File: src/rtl/hk_spi_passthru_if.sv
// Host-side SPI pin bundle for the housekeeping SPI slave.
// The slave modport is the device view; the master modport is the host view.
interface hk_spi_passthru_if;
  logic sck;
  logic csb;
  logic sdi;
  logic sdo;
  logic sdo_oeb;

  modport slave  (input sck, csb, sdi, output sdo, sdo_oeb);
  modport master (output sck, csb, sdi, input sdo, sdo_oeb);
endinterface

File: src/rtl/hk_spi_passthru.sv
// Housekeeping SPI slave: oversampled mode-0 register access to a small ID/control
// file, plus a pass-thru mode that hands the host SPI pins to the management flash.
module hk_spi_passthru #(
  parameter logic [11:0] MFGR_ID    = 12'h456,
  parameter logic [7:0]  PRODUCT_ID = 8'h20,
  parameter logic [31:0] PROJECT_ID = 32'h0
) (
  input  logic              clock,
  input  logic              resetb,
  hk_spi_passthru_if.slave  spi,
  input  logic              mgmt_flash_csb,
  input  logic              mgmt_flash_clk,
  input  logic              mgmt_flash_io0,
  output logic              mgmt_flash_io1,
  output logic              flash_csb,
  output logic              flash_clk,
  output logic              flash_io0,
  input  logic              flash_io1,
  output logic              cpu_reset
);

  typedef enum logic [2:0] {
    ST_IDLE     = 3'd0,
    ST_COMMAND  = 3'd1,
    ST_ADDRESS  = 3'd2,
    ST_DATA     = 3'd3,
    ST_PASSTHRU = 3'd4,
    ST_IGNORE   = 3'd5
  } state_t;

  state_t      state_r;
  state_t      state_next_s;
  logic        sck_meta_r, sck_sync_r, sck_prev_r;
  logic        csb_meta_r, csb_sync_r;
  logic        sdi_meta_r, sdi_sync_r;
  logic        sck_rise_s, sck_fall_s, byte_done_s, cmd_pt_s;
  logic [2:0]  bit_cnt_r;
  logic [6:0]  in_shift_r;
  logic [7:0]  data_byte_s;
  logic [7:0]  out_shift_r;
  logic [7:0]  addr_r;
  logic [7:0]  addr_next_s;
  logic        rd_mode_r, wr_mode_r;
  logic        sdo_r, sdo_oeb_r;
  logic        passthru_r, pt_reset_r;
  logic [7:0]  scratch_r;
  logic        cpu_reset_reg_r;

  function automatic logic [7:0] reg_read(input logic [7:0] a, input logic [7:0] scratch,
                                          input logic cpu_rst);
    case (a)
      8'h00:   reg_read = 8'h00;
      8'h01:   reg_read = {4'h0, MFGR_ID[11:8]};
      8'h02:   reg_read = MFGR_ID[7:0];
      8'h03:   reg_read = PRODUCT_ID;
      8'h04:   reg_read = PROJECT_ID[31:24];
      8'h05:   reg_read = PROJECT_ID[23:16];
      8'h06:   reg_read = PROJECT_ID[15:8];
      8'h07:   reg_read = PROJECT_ID[7:0];
      8'h08:   reg_read = scratch;
      8'h0B:   reg_read = {7'h00, cpu_rst};
      default: reg_read = 8'h00;
    endcase
  endfunction

  assign sck_rise_s  = sck_sync_r & ~sck_prev_r;
  assign sck_fall_s  = ~sck_sync_r & sck_prev_r;
  assign byte_done_s = sck_rise_s & (bit_cnt_r == 3'd7);
  assign data_byte_s = {in_shift_r, sdi_sync_r};
  assign addr_next_s = addr_r + 8'd1;
  assign cmd_pt_s    = ~csb_sync_r & byte_done_s & (state_r == ST_COMMAND) &
                       (data_byte_s == 8'hC4);

  // Two-stage synchronizers for the host pins plus the SCK edge-detect history.
  always_ff @(posedge clock or negedge resetb) begin
    if (!resetb) begin
      sck_meta_r <= 1'b0;
      sck_sync_r <= 1'b0;
      sck_prev_r <= 1'b0;
      csb_meta_r <= 1'b1;
      csb_sync_r <= 1'b1;
      sdi_meta_r <= 1'b0;
      sdi_sync_r <= 1'b0;
    end else begin
      sck_meta_r <= spi.sck;
      sck_sync_r <= sck_meta_r;
      sck_prev_r <= sck_sync_r;
      csb_meta_r <= spi.csb;
      csb_sync_r <= csb_meta_r;
      sdi_meta_r <= spi.sdi;
      sdi_sync_r <= sdi_meta_r;
    end
  end

  // Transaction state register.
  always_ff @(posedge clock or negedge resetb) begin
    if (!resetb) begin
      state_r <= ST_IDLE;
    end else begin
      state_r <= state_next_s;
    end
  end

  // Next-state decode; a deasserted chip select always returns to IDLE.
  always_comb begin
    state_next_s = state_r;
    if (csb_sync_r) begin
      state_next_s = ST_IDLE;
    end else begin
      case (state_r)
        ST_IDLE: state_next_s = ST_COMMAND;
        ST_COMMAND: begin
          if (byte_done_s) begin
            case (data_byte_s)
              8'h80, 8'h40, 8'hC0: state_next_s = ST_ADDRESS;
              8'hC4:               state_next_s = ST_PASSTHRU;
              default:             state_next_s = ST_IGNORE;
            endcase
          end else begin
            state_next_s = state_r;
          end
        end
        ST_ADDRESS: begin
          if (byte_done_s) begin
            state_next_s = ST_DATA;
          end else begin
            state_next_s = state_r;
          end
        end
        ST_DATA, ST_PASSTHRU, ST_IGNORE: state_next_s = state_r;
        default: state_next_s = ST_IDLE;
      endcase
    end
  end

  // Bit/byte datapath: shift in on SCK rise, shift out on SCK fall, register file writes.
  always_ff @(posedge clock or negedge resetb) begin
    if (!resetb) begin
      bit_cnt_r       <= 3'd0;
      in_shift_r      <= 7'h00;
      out_shift_r     <= 8'h00;
      addr_r          <= 8'h00;
      rd_mode_r       <= 1'b0;
      wr_mode_r       <= 1'b0;
      sdo_r           <= 1'b0;
      sdo_oeb_r       <= 1'b1;
      passthru_r      <= 1'b0;
      scratch_r       <= 8'h00;
      cpu_reset_reg_r <= 1'b0;
    end else if (csb_sync_r) begin
      // Any partial byte is dropped here, so an aborted write never commits.
      bit_cnt_r  <= 3'd0;
      rd_mode_r  <= 1'b0;
      wr_mode_r  <= 1'b0;
      sdo_r      <= 1'b0;
      sdo_oeb_r  <= 1'b1;
      passthru_r <= 1'b0;
    end else if (sck_rise_s) begin
      in_shift_r <= data_byte_s[6:0];
      bit_cnt_r  <= bit_cnt_r + 3'd1;
      if (bit_cnt_r == 3'd7) begin
        case (state_r)
          ST_COMMAND: begin
            rd_mode_r  <= (data_byte_s == 8'h40) || (data_byte_s == 8'hC0);
            wr_mode_r  <= (data_byte_s == 8'h80) || (data_byte_s == 8'hC0);
            passthru_r <= (data_byte_s == 8'hC4);
          end
          ST_ADDRESS: begin
            addr_r <= data_byte_s;
            if (rd_mode_r) begin
              out_shift_r <= reg_read(data_byte_s, scratch_r, cpu_reset_reg_r);
              sdo_oeb_r   <= 1'b0;
            end
          end
          ST_DATA: begin
            if (wr_mode_r && (addr_r == 8'h08)) begin
              scratch_r <= data_byte_s;
            end
            if (wr_mode_r && (addr_r == 8'h0B)) begin
              cpu_reset_reg_r <= data_byte_s[0];
            end
            addr_r <= addr_next_s;
            // The next byte is preloaded before this byte's write lands, so read+write
            // returns the pre-write contents.
            if (rd_mode_r) begin
              out_shift_r <= reg_read(addr_next_s, scratch_r, cpu_reset_reg_r);
            end
          end
          default: begin
            addr_r <= addr_r;
          end
        endcase
      end
    end else if (sck_fall_s && (state_r == ST_DATA) && rd_mode_r) begin
      sdo_r       <= out_shift_r[7];
      out_shift_r <= {out_shift_r[6:0], 1'b0};
    end
  end

  // CPU hold for pass-thru: set on entry, released one clock after pass-thru ends.
  always_ff @(posedge clock or negedge resetb) begin
    if (!resetb) begin
      pt_reset_r <= 1'b0;
    end else if (cmd_pt_s) begin
      pt_reset_r <= 1'b1;
    end else if (!passthru_r) begin
      pt_reset_r <= 1'b0;
    end
  end

  assign flash_csb      = passthru_r ? csb_sync_r : mgmt_flash_csb;
  assign flash_clk      = passthru_r ? sck_sync_r : mgmt_flash_clk;
  assign flash_io0      = passthru_r ? sdi_sync_r : mgmt_flash_io0;
  assign mgmt_flash_io1 = flash_io1;
  assign spi.sdo        = passthru_r ? flash_io1 : sdo_r;
  assign spi.sdo_oeb    = passthru_r ? 1'b0 : sdo_oeb_r;
  assign cpu_reset      = pt_reset_r | cpu_reset_reg_r;

endmodule

File: src/flat_wrapper.sv
// flat-port wrapper written by rule: the top's interface ports become plain ports
module hk_spi_passthru_flat 
#(
  parameter logic [11:0] MFGR_ID    = 12'h456,
  parameter logic [7:0]  PRODUCT_ID = 8'h20,
  parameter logic [31:0] PROJECT_ID = 32'h0
)
  (clock, resetb, mgmt_flash_csb, mgmt_flash_clk, mgmt_flash_io0, mgmt_flash_io1, flash_csb, flash_clk, flash_io0, flash_io1, cpu_reset, spi_sck, spi_csb, spi_sdi, spi_sdo, spi_sdo_oeb);
  hk_spi_passthru_if spi_i ();
  input  logic clock;
  input  logic resetb;
  input  logic mgmt_flash_csb;
  input  logic mgmt_flash_clk;
  input  logic mgmt_flash_io0;
  output logic mgmt_flash_io1;
  output logic flash_csb;
  output logic flash_clk;
  output logic flash_io0;
  input  logic flash_io1;
  output logic cpu_reset;
  input wire logic [$bits(spi_i.sck)-1:0] spi_sck;
  input wire logic [$bits(spi_i.csb)-1:0] spi_csb;
  input wire logic [$bits(spi_i.sdi)-1:0] spi_sdi;
  output wire logic [$bits(spi_i.sdo)-1:0] spi_sdo;
  output wire logic [$bits(spi_i.sdo_oeb)-1:0] spi_sdo_oeb;
  assign spi_i.sck = spi_sck;
  assign spi_i.csb = spi_csb;
  assign spi_i.sdi = spi_sdi;
  assign spi_sdo = spi_i.sdo;
  assign spi_sdo_oeb = spi_i.sdo_oeb;
  hk_spi_passthru #(.MFGR_ID(MFGR_ID), .PRODUCT_ID(PRODUCT_ID), .PROJECT_ID(PROJECT_ID)) u_core (.clock(clock), .resetb(resetb), .spi(spi_i), .mgmt_flash_csb(mgmt_flash_csb), .mgmt_flash_clk(mgmt_flash_clk), .mgmt_flash_io0(mgmt_flash_io0), .mgmt_flash_io1(mgmt_flash_io1), .flash_csb(flash_csb), .flash_clk(flash_clk), .flash_io0(flash_io0), .flash_io1(flash_io1), .cpu_reset(cpu_reset));
endmodule
File: config.mk
export PLATFORM = sky130hd
export DESIGN_NAME = hk_spi_passthru_flat
export DESIGN_NICKNAME = d
export VERILOG_FILES = /design/src/rtl/hk_spi_passthru_if.sv /design/src/rtl/hk_spi_passthru.sv /design/src/flat_wrapper.sv
export SDC_FILE = /design/constraint.sdc
export NUM_CORES = 1
export LEC_CHECK = 0
export ABC_AREA = 0
export CORE_MARGIN = 2
export CORE_UTILIZATION = 40
export DETAILED_ROUTE_END_ITERATION = 10
export GPL_ROUTABILITY_DRIVEN = 0
export GPL_TIMING_DRIVEN = 0
export PLACE_DENSITY = 0.64
export SYNTH_ARGS = -nofsm -noshare
export SYNTH_HDL_FRONTEND = slang
export SYNTH_SLANG_ARGS = --single-unit
File: constraint.sdc
create_clock -name clock -period 2.03 [get_ports clock]
set_input_delay 0.406 -clock clock [delete_from_list [all_inputs] [get_ports clock]]
set_output_delay 0.406 -clock clock [all_outputs]
set_load 0.01 [all_outputs]
==> impl_results.md <==
- Post-synth top area share: 41.9%
- R2r setup slk: -0.16 ns
- Highest Clock Rate: approximately 460 MHz
- Via count: 2429
- Power per cell area: 649 nW/µm²
- Switch share: between 30% and 40%
- GRT overflow: 0
- Worst-margin pin slew: 0.596 ns
- Post-route DRC: 0
- Clk network pwr share: approximately a quarter
- Synth top area cells: dfrtp_1 42%, mux2_2 7.8%, nand2_1 4.3%, a21oi_1 3.7%, ha_1 3.1%
- Dominant cell type by area after synthesis: dfrtp_1
- Initial core utilization: between 40% and 50%
- Fin crit share: 108%
- Die W: a little under 90 µm
- Post-route cell area: between 3000 and 4000 µm²
- Antenna diode instance count: 0
- Startpoint types: flop
- Synth Register Bits: 51
- Most frequently used flop master after synthesis: dfrtp_1
- Syn Std Cell Area: between 2000 and 3000 µm²
- Max_cap viols: 0
- Critical path origin: u_core.bit_cnt_r[0]
- Post-synthesis xor/xnor area fraction: 0.305%
- Clock sink count: 51
- FF-to-FF path depth: 7
- Post-route setup slack: -0.160 ns
- Hold Fails Final Rpt: 0
- Critical Path Fanout Max: 8
- Non-filler cells, final: 427
- Crit path capture: u_core.scratch_r[5]
- Vias per inst: roughly 5.7
- Fin nets: about 350
- Unique cell type count in the Yosys netlist: between 50 and 60
- Worst hold path class: primary input to asynchronous set/reset pin
- Static Leak: approximately 1.5 nW
- Core area: between 6000 and 7000 µm²
- Setup violations, final: 9
- WL/cell: 17.1 µm
- Post-synthesis mux area share: ~10%
- Simple logic cell fraction of the synthesized area: between 10% and 20%
- Psw: between 0.0007 and 0.0008 W
- Sequential share of power: 54.4%
- Clk_skew: 0.00655 ns
- Slew margin rel.: about three fifths
- Final min period: between 2 and 2.5 ns
- Asr flop ratio synth: between 90% and 100%
- Required time of the critical path: approximately 2.2 ns
- Post-Route WL: around 7300 µm
- Clk_lat worst skew: slightly above 0.3 ns
- Synthesized net count: a little over 300
- Share of cells above drive strength 1: a little over a quarter
- I/O Buffers: 15
- Syn avg cell area: approximately 9.7 µm²
- Failing checks: negative setup slack
- Worst Setup End Kind: flop
- Worst Path Arrival: roughly 2.4 ns
- Dpl hpwl: between 4000 and 5000 µm
- Synthesis-to-finish area growth: 21.9%
- Main combinational cell family by area after synthesis: simple AND/OR/NAND/NOR gates
- DIE HEIGHT: slightly below 90 µm
- Overall routing resource usage: approximately a fifth
- Internal: 0.00153 W
- CTS Buffer Depth: 2
- TritonCTS clock tree: done
- Dpl cell area: 3180 µm²
- Status: finished, violations left
- Initial detailed-routing violation count: between 150 and 200
- Rows: 30
- Die area: a little under 8000 µm²
- Clock transition at path regs: 0.10 ns
- Complex-gate fraction of the synthesized area: around a fifth
- Htree depth: 2
- Post-layout util: slightly above 50%
- R2R Path Start: u_core.bit_cnt_r[0]
- Vias in the first global route: between 2000 and 2500
- Clk root buf: clkbuf_8
- R2r endpoint: u_core.scratch_r[5]
- Final Max Tran Viols: 0
- Power Total: about 0.0023 W
- Synth Instances: 295
- Logic pwr share: a little under a fifth
- Adder-cell share of the synthesized area: 3.05%
- Post-synth EDFFs: 0
- Register area share after synthesis: ~45%
- Placed Cells incl. Taps: just over 400
- Total CTS buffers: 5
- Crit path kind: flop to flop
- First-pass GRT wire length: about 12000 µm
- DRT Pass-1 Iters: 4
- Initial antenna violation count: 0
- # IOs: 16
- Peak supply drop: 0.000430 V
- Final ANT Viol Nets: 0
- Largest net degree at the start of global routing: 37
- RSZ-0062 raised after global routing: true
- Synth warnings: 0
-- sequential cells by signal, summed over array words and instances (netlist names) --
signal                  count
u_core.in_shift_r           7
u_core.sdo_oeb_r            1
u_core.bit_cnt_r            3
u_core.sdi_meta_r           1
u_core.sck_meta_r           1
u_core.out_shift_r          8
u_core.rd_mode_r            1
u_core.addr_r               8
u_core.sdi_sync_r           1
u_core.pt_reset_r           1
u_core.csb_sync_r           1
u_core.cpu_reset_reg_r      1
u_core.sck_sync_r           1
u_core.state_r              3
u_core.passthru_r           1
u_core.csb_meta_r           1
u_core.sdo_r                1
u_core.scratch_r            8
u_core.sck_prev_r           1
u_core.wr_mode_r            1
-- per-layer routing --
metal  wire (µm)  GRT usage, %  up-vias
met3         275          2.80       10
met1        3390          28.0     1218
met5           0             0        -
met2        3540          30.8       57
met4         104          5.23        0
li1            -             -     1144
-- cells by family (layout without fill, tap and decap cells) --
group / after synthesis / in the layout
buffers and inverters: 22 / 58
adder cells (fa/ha/maj): 7 / 7
AO/OA/AOI/OAI: 83 / 83
multiplexers: 27 / 27
XOR/XNOR: 1 / 1
flip-flops: 51 / 51
AND/OR/NAND/NOR: 104 / 104
-- final cells by class --
cell class	instances	area, µm²
Fill cell	651	3370
Multi-Input combinational cell	222	1630
Sequential cell	51	1290
Timing Repair Buffer	32	283
Tap cell	96	120
Clock buffer	6	72.6
Buffer	12	65.1
Inverter	6	22.5
Clock inverter	2	12.5
-- how the worst min path moves through the flow --
stage | startpoint | endpoint | slack [ns] | depth (start not counted)
finish | resetb | u_core.out_shift_r[1] | 0.009 | 1
CTS | resetb | u_core.out_shift_r[1] | 0.02 | 1
global route | resetb | u_core.out_shift_r[1] | 0.03 | 1
global placement | u_core.sdi_meta_r | u_core.sdi_sync_r | 0.34 | 0
detailed placement | u_core.sck_meta_r | u_core.sck_sync_r | 0.34 | 0
floorplan | resetb | u_core.addr_r[0] | 0.11 | 0
-- layout by cell type (no fill, tap or decap), drive strengths merged, types with 3 or more instances in the layout --
| master | Yosys | final |
|---|---|---|
| clkbuf | 12 | 16 |
| ha | 7 | 7 |
| inv | 6 | 6 |
| mux2i | 7 | 7 |
| and3 | 3 | 3 |
| o31ai | 7 | 7 |
| o211ai | 4 | 4 |
| a31oi | 4 | 4 |
| nand2b | 6 | 6 |
| nor2b | 7 | 7 |
| clkdlybuf4s50 | 0 | 12 |
| a21boi | 5 | 5 |
| nand3 | 5 | 5 |
| mux2 | 20 | 20 |
| nor4 | 3 | 3 |
| nor3 | 3 | 3 |
| a21oi | 21 | 21 |
| dfstp | 3 | 3 |
| buf | 4 | 20 |
| nor4b | 4 | 4 |
| o21ai | 16 | 16 |
| nor2 | 22 | 22 |
| nand3b | 4 | 4 |
| o21a | 3 | 3 |
| a22o | 5 | 5 |
| nand2 | 34 | 34 |
| dfrtp | 48 | 48 |
-- cells in the mapped netlist (3+ instances only) --
cell type  instances
a21oi_1           21
mux2_2            20
o31ai_1            7
nand2b_1           6
ha_1               7
inv_1              6
nand2_1           33
and3_1             3
nor2_1            22
dfrtp_1           48
nand3b_1           4
o211ai_1           4
o21ai_0           16
clkbuf_1          12
nor2b_1            7
a22o_1             5
nor3_1             3
dfstp_2            3
nor4_1             3
mux2i_1            7
a21boi_0           5
nor4b_1            3
o21a_1             3
nand3_1            5
a31oi_1            4
-- power groups by stage --
stage | Clock [W] | Sequential [W] | Combinational [W]
4_1_cts | 0.000611 | 0.00122 | 0.000421
5_1_grt | 0.000653 | 0.00125 | 0.000479
2_1_floorplan | 0 | 0.00116 | 0.000301
3_5_place_dp | 0 | 0.00120 | 0.000440
6_report | 0.000601 | 0.00123 | 0.000435
3_3_place_gp | 0 | 0.00120 | 0.000425
-- critical path, cell delays in order, from the launching register on --
cell and delay (ns):
dfrtp_1 0.37, ha_2 0.19, ha_4 0.13, nand3b_1 0.10, or3b_4 0.42, nor4b_4 0.34, nand2_4 0.18, mux2_4 0.34
-- per-stage QoR --
step	setup slack, ns	hold WS [ns]	TNS [ns]
finish	-0.160	0.00886	-1.06
detailed placement	-0.435	0.336	-5.02
floorplan	-0.0890	0.110	-0.712
global route	-0.229	0.0274	-1.98
global placement	-1.04	0.337	-56.07
CTS	-0.199	0.0189	-1.97
-- timing repair --
action	CTS	global route
resized for setup	21	25
pin swaps	5	6
setup endpoints to repair	27	27
buffers inserted	6	10
hold buffers	0	0
Note: power is estimated with default switching activity, not from simulation.
